### config.mk
export PLATFORM = sky130hd
export DESIGN_NAME = perf_counter_array
export DESIGN_NICKNAME = d
export VERILOG_FILES = /design/src/rtl/perf_pkg.sv /design/src/rtl/perf_counter_ch.sv /design/src/rtl/perf_counter_array.sv
export SDC_FILE = /design/constraint.sdc
export NUM_CORES = 2
export LEC_CHECK = 0
export CAP_MARGIN = 0
export CORE_ASPECT_RATIO = 1.1
export CORE_MARGIN = 1.5
export CORE_UTILIZATION = 55
export CTS_BUF_LIST = sky130_fd_sc_hd__clkbuf_8
export DETAILED_ROUTE_END_ITERATION = 16
export PLACE_DENSITY_LB_ADDON = 0.2
export SLEW_MARGIN = 30
export SYNTH_ARGS = -nofsm -noshare
export SYNTH_HDL_FRONTEND = slang
export SYNTH_SLANG_ARGS = --single-unit
### constraint.sdc
create_clock -name clock -period 6.43 [get_ports clock]
set_input_delay 0.9645 -clock clock [delete_from_list [all_inputs] [get_ports clock]]
set_output_delay 0.9645 -clock clock [all_outputs]
set_load 0.02 [all_outputs]
### src/rtl/perf_pkg.sv
// Shared definitions for the performance counter array: read FSM states and
// the event index assignment used by the core's counter wiring.
package perf_pkg;

  typedef enum logic [0:0] {
    StIdle = 1'b0,
    StResp = 1'b1
  } rd_state_e;

  localparam int unsigned EVT_IFU_VALID     = 0;
  localparam int unsigned EVT_ICACHE_ACCESS = 1;
  localparam int unsigned EVT_ICACHE_HIT    = 2;
  localparam int unsigned EVT_LSU_LOAD      = 3;
  localparam int unsigned EVT_LSU_STORE     = 4;
  localparam int unsigned EVT_LSU_WAIT      = 5;

endpackage

### src/rtl/perf_counter_ch.sv
// One event channel: edge/level qualification, wrapping or saturating counter
// with sticky overflow, and a shadow copy loaded on snap.
module perf_counter_ch import perf_pkg::*; #(
  parameter int unsigned CNT_W    = 48,
  parameter int unsigned SATURATE = 0
) (
  input  logic             clock,
  input  logic             reset,
  input  logic             evt_i,
  input  logic             edge_mode_i,
  input  logic             enable_i,
  input  logic             clear_i,
  input  logic             snap_i,
  output logic [CNT_W-1:0] shadow_cnt_o,
  output logic             shadow_ovf_o
);

  logic             prev_q, prev_d;
  logic [CNT_W-1:0] cnt_q, cnt_d;
  logic             ovf_q, ovf_d;
  logic [CNT_W-1:0] shadow_q, shadow_d;
  logic             shadow_ovf_q, shadow_ovf_d;
  logic             inc;

  always_comb begin
    inc    = enable_i & ~clear_i & (edge_mode_i ? (evt_i & ~prev_q) : evt_i);
    // prev tracks evt even while disabled so re-enabling never sees a false edge
    prev_d = evt_i;
    cnt_d  = cnt_q;
    ovf_d  = ovf_q;
    if (clear_i) begin
      cnt_d = '0;
      ovf_d = 1'b0;
    end else if (inc) begin
      if (&cnt_q) begin
        ovf_d = 1'b1;
        cnt_d = (SATURATE != 0) ? cnt_q : '0;
      end else begin
        cnt_d = cnt_q + CNT_W'(1);
      end
    end
    // Shadow takes the pre-update value, so snap+clear keeps the old count
    shadow_d     = snap_i ? cnt_q : shadow_q;
    shadow_ovf_d = snap_i ? ovf_q : shadow_ovf_q;
  end

  always_ff @(posedge clock) begin
    if (!reset) begin
      prev_q       <= 1'b0;
      cnt_q        <= '0;
      ovf_q        <= 1'b0;
      shadow_q     <= '0;
      shadow_ovf_q <= 1'b0;
    end else begin
      prev_q       <= prev_d;
      cnt_q        <= cnt_d;
      ovf_q        <= ovf_d;
      shadow_q     <= shadow_d;
      shadow_ovf_q <= shadow_ovf_d;
    end
  end

  assign shadow_cnt_o = shadow_q;
  assign shadow_ovf_o = shadow_ovf_q;

endmodule

### src/rtl/perf_counter_array.sv
// Array of NUM_CH performance counters with snapshot shadows and a
// valid/ready read port returning one shadow value per request.
module perf_counter_array import perf_pkg::*; #(
  parameter  int unsigned NUM_CH   = 8,
  parameter  int unsigned CNT_W    = 48,
  parameter  int unsigned SATURATE = 0,
  localparam int unsigned IDX_W    = (NUM_CH > 1) ? $clog2(NUM_CH) : 1
) (
  input  logic              clock,
  input  logic              reset,
  input  logic [NUM_CH-1:0] evt,
  input  logic [NUM_CH-1:0] edge_mode,
  input  logic              enable,
  input  logic              clear,
  input  logic              snap,
  input  logic              rd_req_valid,
  output logic              rd_req_ready,
  input  logic [IDX_W-1:0]  rd_idx,
  output logic              rd_resp_valid,
  input  logic              rd_resp_ready,
  output logic [CNT_W-1:0]  rd_data,
  output logic              rd_ovf,
  output logic              rd_err
);

  logic [CNT_W-1:0]  shadow_cnt [NUM_CH];
  logic [NUM_CH-1:0] shadow_ovf;

  for (genvar g = 0; g < NUM_CH; g++) begin : g_ch
    perf_counter_ch #(
      .CNT_W    (CNT_W),
      .SATURATE (SATURATE)
    ) u_ch (
      .clock        (clock),
      .reset        (reset),
      .evt_i        (evt[g]),
      .edge_mode_i  (edge_mode[g]),
      .enable_i     (enable),
      .clear_i      (clear),
      .snap_i       (snap),
      .shadow_cnt_o (shadow_cnt[g]),
      .shadow_ovf_o (shadow_ovf[g])
    );
  end

  logic [CNT_W-1:0] sel_data;
  logic             sel_ovf;
  logic             sel_hit;

  // Compare-based mux keeps out-of-range indices from touching the array
  always_comb begin
    sel_data = '0;
    sel_ovf  = 1'b0;
    sel_hit  = 1'b0;
    for (int unsigned i = 0; i < NUM_CH; i++) begin
      if (rd_idx == IDX_W'(i)) begin
        sel_data = shadow_cnt[i];
        sel_ovf  = shadow_ovf[i];
        sel_hit  = 1'b1;
      end
    end
  end

  rd_state_e        state_q;
  logic [CNT_W-1:0] rd_data_q;
  logic             rd_ovf_q;
  logic             rd_err_q;

  always_ff @(posedge clock) begin
    if (!reset) begin
      state_q   <= StIdle;
      rd_data_q <= '0;
      rd_ovf_q  <= 1'b0;
      rd_err_q  <= 1'b0;
    end else begin
      unique case (state_q)
        StIdle: begin
          if (rd_req_valid) begin
            state_q   <= StResp;
            rd_data_q <= sel_data;
            rd_ovf_q  <= sel_ovf;
            rd_err_q  <= ~sel_hit;
          end
        end
        StResp: begin
          if (rd_resp_ready) state_q <= StIdle;
        end
        default: state_q <= StIdle;
      endcase
    end
  end

  assign rd_req_ready  = (state_q == StIdle);
  assign rd_resp_valid = (state_q == StResp);
  assign rd_data       = rd_data_q;
  assign rd_ovf        = rd_ovf_q;
  assign rd_err        = rd_err_q;

endmodule
# After elaboration in Yosys (flattened, before gate mapping)
# Cells that the tools add are included.
[word_totals]
regBits = 843
inputBits = 26
output_inout_bits = 52
word_cells = 150
[op_classes]
addsub = 8
eq_ne = 7
muxes = 43
bitwise = 29
reduce_logical = 19
[ops]
columns = ["op", "n"]
rows = [
  ["2-to-1 mux 48 bit", 16],
  ["AND reduction 49 bit", 8],
  ["adder 48 x 1 -> 48 bit, second input constant", 8],
  ["AND reduction 48 bit", 8],
  ["2-to-1 mux 1 bit", 26],
  ["AND 1 bit", 17],
  ["== test 3 bit, second input constant", 4],
  ["NOT 1 bit", 12],
  ["== test 3 x 2 -> 1 bit, second input constant", 2],
  ["== test 3 x 1 -> 1 bit, second input constant", 1],
  ["logical NOT 3 bit", 1],
  ["one-hot mux 1 bit (2 select lines)", 1],
  ["AND reduction 2 bit", 1],
  ["OR reduction 2 bit", 1],
]

# Logic depth before layout (Yosys ltp)
[logic_depth]
depth_word = 10
depth_mapped = 9

# Cells and area by module
# Synthesis repeated with hierarchy kept, for this count alone.
[hier_totals]
cells_unflattened = 4242
area_unflattened_um2 = 38934.8
[modules_own_cells]
columns = ["module", "n_inst", "cells_each", "area_each_um2"]
rows = [
  ["perf_counter_ch", 8, 446, 4194.0],
  ["perf_counter_array", 1, 674, 5382.7],
]

# Least setup slack after synthesis
# No wires, ideal clock.
[synth_path]
path_kind = "input-to-reg"
from = "in evt[7]"
to = "reg g_ch[7].u_ch.cnt_q[37]"
setup_time_ns = 0.070
arrival_time_ns = 2.963
required_ns = 6.360
setup_slack_ns = 3.396
stages = 7
cell_sequence = "a21bo_2 or4_1 buf_2 or4_1 clkbuf_1 or3_1 a21oi_1"
[synth_via]
elab_chain_cells = 3
[synth_lines]
columns = ["element", "line", "text"]
rows = [
  ["from (decl)", "perf_counter_array.sv:11", "input logic [NUM_CH-1:0] evt,"],
  ["AND 1 bit", "perf_counter_ch.sv:26", "inc = enable_i & ~clear_i & (edge_mode_i ? (evt_i & ~prev_q) : evt_i);"],
  ["2-to-1 mux 1 bit (*)", "perf_counter_ch.sv:26", ""],
  ["AND 1 bit (*)", "perf_counter_ch.sv:26", ""],
  ["to (signal assigned)", "perf_counter_ch.sv:56", "cnt_q <= cnt_d;"],
  ["to (decl)", "perf_counter_ch.sv:19", "logic [CNT_W-1:0] cnt_q, cnt_d;"],
]
# Every way passes the cells marked *; elsewhere a longest branch is shown, timed or not.
# A chain may end at the register's enable or synchronous reset.

# Final worst setup path
[layout_path]
from = "in clear"
to = "reg g_ch[6].u_ch.cnt_q[8]"
[layout_via]
elab_chain_cells = 3
[layout_lines]
columns = ["element", "line", "text"]
rows = [
  ["from (decl)", "perf_counter_array.sv:14", "input logic clear,"],
  ["NOT 1 bit", "perf_counter_ch.sv:26", ""],
  ["AND 1 bit (2 in a row)", "perf_counter_ch.sv:26", ""],
  ["to (signal assigned)", "perf_counter_ch.sv:56", ""],
  ["to (decl)", "perf_counter_ch.sv:19", ""],
]
# Parallel ways exist; a longest one is shown, timed or not.

==> results.md <==
* Commonest non-fill, non-tap cell in the layout: dfxtp_1
* Final setup fails at 0
* Most frequent cells in the layout: 843 x dfxtp_1, 400 x mux2i_1, 400 x nor2b_1, 309 x nor2_1, 225 x nand2_1
* Tot Pwr at 10.5 mW
* Ports at 78
* Max Cap Viol at 0
* RSZ-0062 raised after global routing: no
* Syn nets at 4,125
* Routability Congestion at 0.906
* Outcome: complete, no violations
* Drt first pass iters at 6
* I/O Buffers at 77
* Final min period at 3720 ps
* WHS at 460 ps
* Detailed Route WL at 105 mm
* Core Footprint at 68,900 sq um
* Final ANT Viol Nets at 0
* Yosys top cell area share at 0.442
* CP startpoint kind: primary input
* Asr flop ratio synth at 0
* Synth area leaders: dfxtp_1 44%, mux2i_1 10%, nor2b_1 6.6%
* Slew HR at 0.266
* P_sw at 2.51 mW
* Power per standard cell area at 247 nW/um^2
* Share of cells above drive strength 1 at 0.0927
* Post-route design area at 42,400 sq um
* Starting Density at 0.554
* Pin count of the biggest net entering global routing at 120
* Filler cells at 5,938
* PnR worst setup slack at 2710 ps
* Via density at 5.89
* Worst hold path type: reg2reg
* Synth Register Bits at 843
* YS warnings at 0
* CTS Buf Count at 140
* Synth Area per Inst at 9.32 sq um
* Clock sink count at 843
* # Post-CTS Setup Buffers at 0
* Worst Skew at 25.6 ps
* Placed Area at 39,600 sq um
* H-tree depth at 4
* Root Buffer: clkbuf_8
* CP Capture Type: flop
* Fin cells at 5,137
* P_leak at 14.3 nW
* Sequential share of power at 0.503
* First-pass GRT wire length at 161 mm
* Peak supply drop at 204 uV
* Final #Nets at 4,140
* Clock network power share at 0.447
* Remaining global-route overflow at 0
* Per-cell routed wire length at 20.4 um
* Worst Max-Slew Pin Slew at 1100 ps
* Clock Path Buffers at 3
* Switching share of total power at 0.240
* Final period utilization at 0.579
* Clk pin slew, worst setup/hold paths at 60 ps
* Final core utilization at 0.616
* Initial antenna violation count at 2
* Final setup TNS at 0 ps
* Critical path arrival at 4390 ps
* Final Max Slew Viols at 0
* Sequential share of the synthesized area at 0.442
* Post-place setup slack at 1980 ps
* Largest area contributor in the netlist: dfxtp_1
* Fmax achieved at 269 MHz
* Die height at 279 um
* Detailed placement HPWL at 74.0 mm
* Post-route DRC at 0
* Placed Cells at 4,890
* Via count at 30,244
* Die width at 254 um
* Cts repair resizes at 0
* Area Overhead vs Synth at 11.2%
* Die footprint at 70,900 sq um
* CTS tree: built
* Global Route Usage Sum at 0.293
* Cell variety after synth at 63
* Vias in the first global route at 28,034
* P_int at 7.95 mW
* Row count at 101
* WS Path Type: in2reg
* Critical Path Fanout Max at 26
* Post-CTS Hold Fix Bufs at 0
* Final Hold Fails at 0
* EDFF count, synth at 0
* Logic gate share of total power at 0.050
* Skew-Pair Late Insertion Delay at 800 ps
* Prevailing post-synth register cell: dfxtp_1
* WP data required at 7100 ps
* Mapped cell area at 38,100 sq um
* First DRT Iteration DRCs at 2,583
* Post-synthesis cell count at 4,091
cell type report:
class | instances | area (sq um) | share of cell area
flip-flops and latches | 843 | 16900 | 0.398
clock inverters | 65 | 292 | 0.00688
diodes | 1 | 2.50 | 0.0000590
multi-input cells | 2960 | 20300 | 0.478
repair buffers | 115 | 1150 | 0.0272
clock buffers | 180 | 2480 | 0.0584
well taps | 927 | 1160 | 0.0274
inverters | 46 | 173 | 0.00407
cells in the mapped netlist (4+ instances only):
cell type  instances
buf_2             10
a21bo_2            5
xnor2_1          102
or4_1             68
or2_2             16
ha_1               8
mux4_2            44
nand2_1          226
o31ai_1           54
and4_1            38
a21boi_0          46
nor3_1            57
a22o_1             7
or3_1            104
nor2_1           309
o21ai_0          101
nand3_1          160
xor2_1           100
nand3b_1           7
dfxtp_1          843
o21a_1            10
o211ai_1          52
nor2b_1          403
and3_1            27
and2_1            32
o211a_1            8
a21oi_1          212
clkbuf_1         185
nor4_1            71
a22oi_1            6
o22ai_1           48
mux2i_1          400
inv_1             46
mux2_2            55
nand2b_1           4
buf_1             46
nand4_1          139
flip-flops by register name (all words and copies together), names as in the netlist:
name                    count
g_ch.u_ch.cnt_q           384
g_ch.u_ch.ovf_q             8
g_ch.u_ch.prev_q            8
g_ch.u_ch.shadow_cnt_o    384
g_ch.u_ch.shadow_ovf_o      8
rd_data                    48
rd_err                      1
rd_ovf                      1
rd_resp_valid               1
routing by layer:
metal	part of all wire	vias up	wire length, um	global-route usage
met5	0	-	0	0
met4	0.051	0	5380	0.157
met3	0.048	219	5060	0.0410
met2	0.47	827	49000	0.472
met1	0.43	14506	45400	0.380
li1	-	14692	-	-
path summary, 6_finish.rpt:
| path | start | to | slack [ps] | cells past startpoint |
|---|---|---|---|---|
| min reg2reg | rd_data[46]$_SDFFE_PN0P_ | rd_data[46]$_SDFFE_PN0P_ | 460 | 2 |
| max | clear | g_ch[6].u_ch.cnt_q[8]$_SDFFE_PP0N_ | 2710 | 7 |
| max reg2reg | g_ch[6].u_ch.cnt_q[10]$_SDFFE_PP0N_ | g_ch[6].u_ch.cnt_q[8]$_SDFFE_PP0N_ | 3040 | 6 |
| min | rd_data[46]$_SDFFE_PN0P_ | rd_data[46]$_SDFFE_PN0P_ | 460 | 2 |
kinds of logic (layout without fill, tap and decap cells):
kind of cell	after synthesis	in the layout	share of synthesized area
adder cells (fa/ha/maj)	8	8	0.00262
AND/OR/NAND/NOR	1680	1680	0.240
buffers and inverters	288	406	0.0289
XOR/XNOR	202	202	0.0464
AO/OA/AOI/OAI	571	571	0.0923
multiplexers	499	499	0.147
flip-flops	843	843	0.442
other	0	1	0
critical path, cell delays in order:
cell	delay, ps
clkdlybuf4s50_1	520
nand2b_1	490
nor4_1	610
nand3_1	450
o31ai_4	830
buf_4	410
nor2_1	90
power groups by stage:
stage	Clock, mW	Combinational [mW]	Sequential (mW)
2_1_floorplan	0	0.328	5.39
3_3_place_gp	0	0.518	5.37
3_5_place_dp	0	0.524	5.37
4_1_cts	4.74	0.525	5.26
5_1_grt	4.97	0.553	5.26
6_report	4.67	0.527	5.26
Note: power is estimated with default switching activity, not from simulation.
